[config.mk]
export PLATFORM = sky130hd
export DESIGN_NAME = pn_dsss_spreader
export DESIGN_NICKNAME = d
export VERILOG_FILES = /design/src/rtl/pn_dsss_spreader.sv
export SDC_FILE = /design/constraint.sdc
export NUM_CORES = 1
export LEC_CHECK = 0
export CAP_MARGIN = 5
export CORE_ASPECT_RATIO = 0.75
export CORE_MARGIN = 1.5
export CORE_UTILIZATION = 56
export CTS_BUF_LIST = sky130_fd_sc_hd__clkbuf_4
export DETAILED_ROUTE_END_ITERATION = 10
export GPL_TIMING_DRIVEN = 0
export PLACE_DENSITY = 0.84
export SYNTH_ARGS = -nofsm -noshare
export SYNTH_HDL_FRONTEND = slang
export SYNTH_SLANG_ARGS = --single-unit
[constraint.sdc]
create_clock -name sysclk -period 2.5 [get_ports sysclk]
set_clock_uncertainty 0.05 [all_clocks]
set_input_delay 0.5 -clock sysclk [delete_from_list [all_inputs] [get_ports sysclk]]
set_output_delay 0.5 -clock sysclk [all_outputs]
set_load 0.03 [all_outputs]
[src/rtl/pn_dsss_spreader.sv]
// Spreads each double-buffered data bit over one PN period, starting on the epoch chip. The bits
// can be differentially encoded (PN_DIFF_ENC_EN). Chip outputs are registered 1 sysclk after chip_stb.
// data_ready is !nxt_full, and a bit accepted on the last chip of a bit continues the stream with no gap.
module pn_dsss_spreader #(
    parameter int CHIPS_PER_BIT = 1023,
    parameter int CNT_W         = 10
) (
    input  logic       sysclk,
    input  logic       reset,
    input  logic       chip_stb,
    input  logic       pn_code,
    input  logic       pn_epoch,
    input  logic       data_in,
    input  logic       data_valid,
    output logic       data_ready,
    output logic       chip_out,
    output logic       chip_valid,
    output logic       bit_start,
    output logic       busy,
    output logic [7:0] underrun_cnt,
    output logic [7:0] epoch_err_cnt
);
    typedef enum logic [1:0] {IDLE, WAIT_EPOCH, SPREAD} state_t;

    localparam logic [CNT_W-1:0] LAST_CHIP = CNT_W'(CHIPS_PER_BIT - 1);

    state_t           state_q, state_d;
    logic             cur_q, cur_d, cur_full_q, cur_full_d;
    logic             nxt_q, nxt_d, nxt_full_q, nxt_full_d;
    logic [CNT_W-1:0] chip_cnt_q, chip_cnt_d;
    logic             chip_out_q, chip_out_d;
    logic             chip_valid_q, chip_valid_d;
    logic             bit_start_q, bit_start_d;
    logic [7:0]       underrun_cnt_q, underrun_cnt_d;
    logic [7:0]       epoch_err_cnt_q, epoch_err_cnt_d;
    logic             accept, release_bit, emit, tx_bit;
`ifdef PN_DIFF_ENC_EN
    logic             prev_tx_q, prev_tx_d;
`endif

    always_comb begin
        state_d         = state_q;
        cur_d           = cur_q;
        cur_full_d      = cur_full_q;
        nxt_d           = nxt_q;
        nxt_full_d      = nxt_full_q;
        chip_cnt_d      = chip_cnt_q;
        chip_out_d      = chip_out_q;
        chip_valid_d    = 1'b0;
        bit_start_d     = 1'b0;
        underrun_cnt_d  = underrun_cnt_q;
        epoch_err_cnt_d = epoch_err_cnt_q;
        accept          = data_valid && !nxt_full_q;
        release_bit     = 1'b0;
        emit            = 1'b0;
`ifdef PN_DIFF_ENC_EN
        tx_bit          = cur_q ^ prev_tx_q;
        prev_tx_d       = prev_tx_q;
`else
        tx_bit          = cur_q;
`endif

        case (state_q)
            IDLE: begin
                if (cur_full_q) state_d = WAIT_EPOCH;
            end
            WAIT_EPOCH: begin
                if (chip_stb && pn_epoch) begin
                    emit        = 1'b1;
                    bit_start_d = 1'b1;
                    chip_cnt_d  = CNT_W'(1);
                    state_d     = SPREAD;
                end
            end
            SPREAD: begin
                if (chip_stb) begin
                    emit = 1'b1;
                    if (pn_epoch && chip_cnt_q != '0) begin
                        // Epoch landed mid-bit: resynchronise by restarting the same bit.
                        if (epoch_err_cnt_q != 8'hFF) epoch_err_cnt_d = epoch_err_cnt_q + 8'd1;
                        bit_start_d = 1'b1;
                        chip_cnt_d  = CNT_W'(1);
                    end else begin
                        bit_start_d = (chip_cnt_q == '0);
                        if (chip_cnt_q == LAST_CHIP) begin
                            release_bit = 1'b1;
                            chip_cnt_d  = '0;
                            if (!nxt_full_q && !accept) begin
                                state_d = IDLE;
                                if (underrun_cnt_q != 8'hFF) underrun_cnt_d = underrun_cnt_q + 8'd1;
                            end
                        end else begin
                            chip_cnt_d = chip_cnt_q + 1'b1;
                        end
                    end
                end
            end
            default: state_d = IDLE;
        endcase

        if (emit) begin
            chip_valid_d = 1'b1;
            chip_out_d   = tx_bit ^ pn_code;
        end

        // An empty cur takes the incoming bit directly, so nxt only ever holds the waiting bit.
        if (release_bit) begin
`ifdef PN_DIFF_ENC_EN
            prev_tx_d = tx_bit;
`endif
            if (nxt_full_q) begin
                cur_d      = nxt_q;
                nxt_full_d = 1'b0;
            end else if (accept) begin
                cur_d = data_in;
            end else begin
                cur_full_d = 1'b0;
            end
        end else if (accept) begin
            if (!cur_full_q) begin
                cur_d      = data_in;
                cur_full_d = 1'b1;
            end else begin
                nxt_d      = data_in;
                nxt_full_d = 1'b1;
            end
        end
    end

    always_ff @(posedge sysclk or negedge reset) begin
        if (!reset) begin
            state_q         <= IDLE;
            cur_q           <= 1'b0;
            cur_full_q      <= 1'b0;
            nxt_q           <= 1'b0;
            nxt_full_q      <= 1'b0;
            chip_cnt_q      <= '0;
            chip_out_q      <= 1'b0;
            chip_valid_q    <= 1'b0;
            bit_start_q     <= 1'b0;
            underrun_cnt_q  <= 8'd0;
            epoch_err_cnt_q <= 8'd0;
`ifdef PN_DIFF_ENC_EN
            prev_tx_q       <= 1'b0;
`endif
        end else begin
            state_q         <= state_d;
            cur_q           <= cur_d;
            cur_full_q      <= cur_full_d;
            nxt_q           <= nxt_d;
            nxt_full_q      <= nxt_full_d;
            chip_cnt_q      <= chip_cnt_d;
            chip_out_q      <= chip_out_d;
            chip_valid_q    <= chip_valid_d;
            bit_start_q     <= bit_start_d;
            underrun_cnt_q  <= underrun_cnt_d;
            epoch_err_cnt_q <= epoch_err_cnt_d;
`ifdef PN_DIFF_ENC_EN
            prev_tx_q       <= prev_tx_d;
`endif
        end
    end

    assign data_ready    = !nxt_full_q;
    assign chip_out      = chip_out_q;
    assign chip_valid    = chip_valid_q;
    assign bit_start     = bit_start_q;
    assign busy          = (state_q != IDLE);
    assign underrun_cnt  = underrun_cnt_q;
    assign epoch_err_cnt = epoch_err_cnt_q;
endmodule

After elaboration in Yosys (flattened, before gate mapping):

Cells that the tools add are included.

* bitwise logic cells: 3
* multiplexer cells: 35
* add/sub/neg operators: 3
* equality and inequality tests: 14
* reductions and logical operators: 22

Operators by type and width (count)
* $mux 10: 4
* $mux 1: 21
* $pmux 10 s2: 1
* $add 8x1->8 const B: 2
* $ne 2x2->1 const B: 8
* $ne 8x8->1 const B: 2
* $mux 2: 6
* $reduce_and 3->1: 4
* $reduce_and 6->1: 2
* $add 10x1->10 const B: 1
* $eq 10x10->1 const B: 1
* $logic_not 10->1: 1
* $reduce_bool 10->1: 1
* $reduce_bool 2->1: 5
* $pmux 2 s3: 1
* $logic_and 1x1->1: 4
* $pmux 1 s2: 2
* $reduce_and 4->1: 1
* $eq 2x1->1 const B: 1
* $eq 2x2->1 const B: 1
* $logic_not 1->1: 2
* $logic_not 2->1: 1
* $ne 2x1->1 const B: 1
* $not 1->1: 2
* other kinds (2): 2

* logic and storage cells: 88
* input bits: 7
* output and inout bits: 21
* bits in registers: 35

Depth between registers and ports, before layout:

* depth in word-level cells: 9
* mapped depth: 8
* gate-level depth less buffers: 7

Worst setup path after synthesis:

Ideal clock, no wire load.

* path kind: register -> register
* start: register chip_cnt_q[6]
* end: register state_q[0]
* arrival: 1.769 ns
* path slack: 0.553 ns
* required time: 2.323 ns
* cell stages (with the launch flop): 6
* period minus slack after synthesis: 1.947 ns
* library setup time: 0.127 ns
* cell sequence: dfrtp_1 > nor4_4 > a41oi_4 > nand3b_1 > a221o_1 > mux2_1

* cells in the longest elaborated chain, start to end: 4
* elaborated cells between the ends (all ways): 6
* those cells by class: eq/ne (3); reduce/logical (3)

Ends and longest elaborated chain
* from (decl): RTL line 30 `logic [CNT_W-1:0] chip_cnt_q, chip_cnt_d;`
* from (signal assigned): RTL line 152 `chip_cnt_q <= chip_cnt_d;`
* $reduce_bool 10->1: RTL line 78 `if (pn_epoch && chip_cnt_q != '0) begin`
* $logic_and 1x1->1: RTL line 78
* $ne 2x2->1 (no line)
* $reduce_and 6->1 (no line) (*)
* to (signal assigned): RTL line 147 `state_q <= state_d;`
* to (decl): RTL line 27 `state_t state_q, state_d;`

Mark *: on every way between the ends. The rest lies on a longest branch, timed or not.
A chain may end at the register's enable or synchronous reset.

Final worst setup path:

* start: register state_q[0]
* end: register chip_cnt_q[7]

* cells in the longest elaborated chain, start to end: 3
* elaborated cells between the ends (all ways): 7
* those cells by class: eq/ne (4); mux (1); reduce/logical (2)

Ends and longest elaborated chain
* $eq 2x1->1 / $eq 2x2->1 (equally long branches): RTL line 63 `case (state_q)`
* $ne 2x2->1 (no line) / $reduce_bool 2->1 (equally long branches)
* $reduce_and 3->1 (no line)

Several ways; a longest one is shown, not always the timed one.

==> flow_metrics.env <==
export IMPL_critical_path_max_stage_delay_ns=0.44
export IMPL_grt_pass1_vias=1296
export IMPL_leakage_uw=0.00101
export IMPL_grt_ovfl_total=0
export IMPL_synth_adder_area_share=0.0596
export IMPL_ys_warn_count=0
export IMPL_synth_edf_count=0
export IMPL_path_delay_family="simple AND/OR/NAND/NOR gates"
export IMPL_vias=1464
export IMPL_synth_top_family_by_area="simple AND/OR/NAND/NOR gates"
export IMPL_tightest_slew_ns=0.782
export IMPL_wire_per_inst_um=15.0
export IMPL_finalMaxSlewViolations=0
export IMPL_grt_use_total=0.227
export IMPL_diodes=0
export IMPL_nNetsFinal=232
export IMPL_clk_pin_slew_ns=0.10
export IMPL_min_period_ns=2.36
export IMPL_crit_chain="inv_1 > ha_1 > clkbuf_1 > o21bai_1 > nand3_1 > nor4_1 > xnor2_1 > nor2_1"
export IMPL_drt_wl_total_mm=3.86
export IMPL_via_per_inst=5.70
export IMPL_worstSetupPathDepth=8
export IMPL_postRouteAntennaNets=0
export IMPL_drive_gt1_frac=0.0968
export IMPL_rr_startpoint="state_q[0]"
export IMPL_max_freq_ghz=0.424
export IMPL_status="complete, no violations"
export IMPL_cp_data_arrival_time_ns=2.52
export IMPL_synth_ff_type="dfrtp_1"
export IMPL_crit_type="flop to flop"
export IMPL_cts_made_buffers=5
export IMPL_antenna_found_initial=0
export IMPL_grt_max_degree=36
export IMPL_drt_drc_violations_left=0
export IMPL_relSlewSlack=0.479
export IMPL_seq_area_um2=876
export IMPL_synth_common_cells="dfrtp_1, nor2_1, xnor2_1"
export IMPL_fin_crit_sh=0.944
export IMPL_coreArea_um2=3270
export IMPL_io_pins=28
export IMPL_crit_end="chip_cnt_q[7]"
export IMPL_rr_endpoint="chip_cnt_q[7]"
export IMPL_crit_fanout=9
export IMPL_die_w_um=70.0
export IMPL_cap_violations=0
export IMPL_hold_viol=0
export IMPL_dp_hpwl_mm=2.86
export IMPL_synth_most_common_cell="dfrtp_1"
export IMPL_power_density_nw_per_um2=765
export IMPL_syn_num_nets=198
export IMPL_r2r_cells=8
export IMPL_worstHoldPathType="input port to async pin"
export IMPL_fill_cells=228
export IMPL_synth_xor_area_share=0.107
export IMPL_synth_area_um2=1890
export IMPL_h_tree_depth=2
export IMPL_ys_ff_latch=35
export IMPL_synthTopCellsByArea="dfrtp_1, xnor2_1, ha_1"
export IMPL_gp_routability_congestion=0.851
export IMPL_floorplan_initialDensity=0.578
export IMPL_seq_area_frac_synth=0.464
export IMPL_clk_latency_ns=0.34
export IMPL_num_rows=18
export IMPL_synth_top_area_frac=0.464
export IMPL_crit_path_end_kind="flop"
export IMPL_first_iter_violations=96
export IMPL_dieHeight_um=53.3
export IMPL_grt_pass1_wl_mm=6.30
export IMPL_start_kind="flop"
export IMPL_avgSynthCellArea_um2=10.4
export IMPL_root_buffer="clkbuf_4"
export IMPL_cts_buffer_depth=2
export IMPL_synthSimpleGateAreaFrac=0.229
export IMPL_synth_compound_area_frac=0.0689
export IMPL_ff2ff_setup_slack_ns=0.14
export IMPL_synthCells=182
export IMPL_placed_cell_area_um2=2200
export IMPL_dieArea_um2=3730
export IMPL_yosysUniqueCellTypes=38
export IMPL_cp_num_buf_inv=2
export IMPL_finalSetupViolations=0
export IMPL_slowest_stage="nor4_1"
export IMPL_area_growth_pct=20.3
export IMPL_critPathLaunch="state_q[0]"
export IMPL_final_cells=257
export IMPL_cp_required_ns=2.66
export IMPL_multiInputGateArea_um2=977
export IMPL_ys_async_sr_fraction=1.00
export IMPL_drt_pass1_iter_count=4
export IMPL_ir_drop_uv=394
export IMPL_dp_cells=249
export IMPL_fin_area_um2=2270
export IMPL_numPortBuffers=27
export IMPL_cts_sinks=35
export IMPL_yosys_area_top_type="dfrtp_1"
export IMPL_synthMuxAreaShare=0.0457
export IMPL_cts_tree="built"
==> cell type report <==
cell class / count / area share
Buffer: 2 / 0.00386
Clock buffer: 6 / 0.0198
Clock inverter: 2 / 0.00331
Inverter: 11 / 0.0182
Multi-Input combinational cell: 134 / 0.430
Sequential cell: 35 / 0.386
Tap cell: 40 / 0.0220
Timing Repair Buffer: 27 / 0.117
==> placed cells by master, fill, tap and decap left out, drive strengths merged, types with 3 or more instances in the layout <==
master,n
mux2i,3
dfrtp,35
nor4,5
nor3,8
ha,9
a21oi,5
nor2,24
nand4,7
clkbuf,8
mux2,5
nand3,12
inv,11
xnor2,15
nand2,12
clkdlybuf4s50,26
xor2,8
==> metrics by stage <==
stage / total power, uW / TNS, ns / hold WS (ns) / setup slack, ns / util
4_1_cts: 1720 / 0 / 0.196 / 0.176 / 0.691
3_5_place_dp: 1430 / -0.0663 / 0.433 / -0.0501 / 0.675
6_report: 1740 / 0 / 0.177 / 0.140 / 0.695
5_1_grt: 1850 / -0.0142 / 0.208 / -0.0103 / 0.695
3_3_place_gp: 1380 / -0.00951 / 0.428 / -0.00951 / 0.676
2_1_floorplan: 1190 / 0 / 0.154 / 0.553 / -
==> report_power, final <==
| group | switching, uW | internal, uW | leakage (uW) | total, uW |
|---|---|---|---|---|
| logic | 444 | 266 | 0.000515 | 710 |
| registers | 82.7 | 645 | 0.000461 | 728 |
| clock network | 184 | 115 | 0.0000307 | 299 |
| total | 711 | 1030 | 0.00101 | 1740 |
==> what timing repair did <==
action / 4_1_cts / 5_1_grt
resized for setup: 0 / 3
endpoints found under the hold margin: 0 / 0
setup endpoints to repair: 0 / 9
hold buffers: 0 / 0
buffers inserted: 0 / 0
==> flip-flops by register name (all words and copies together), names as in the netlist <==
name / cells
state_q: 2
nxt_q: 1
cur_full_q: 1
epoch_err_cnt: 8
chip_out: 1
cur_q: 1
nxt_full_q: 1
bit_start: 1
chip_valid: 1
chip_cnt_q: 10
underrun_cnt: 8
==> cells by family after synthesis <==
group / count (synthesis)
muxes: 8
buffers and inverters: 13
and+or+nand+nor: 79
xor gates and xnor gates: 23
DFF: 35
AOI/OAI and AO/OA: 15
adders and majority gates: 9
==> routing by layer <==
layer | part of all wire | up-vias | global-route usage
li1 | - | 709 | -
met1 | 0.47 | 705 | 0.303
met2 | 0.46 | 42 | 0.349
met3 | 0.054 | 8 | 0.0610
met4 | 0.016 | 0 | 0.0994
met5 | 0 | - | 0
==> worst min path at each step <==
stage	to	from	depth (start not counted)	slack, ns
5_1_grt	epoch_err_cnt[0]	reset	1	0.21
4_1_cts	epoch_err_cnt[4]	reset	1	0.20
3_5_place_dp	epoch_err_cnt[7]	epoch_err_cnt[7]	1	0.43
2_1_floorplan	bit_start	reset	0	0.15
6_report	epoch_err_cnt[4]	reset	1	0.18
3_3_place_gp	epoch_err_cnt[7]	epoch_err_cnt[7]	1	0.43
(Power assumes the default switching activity.)
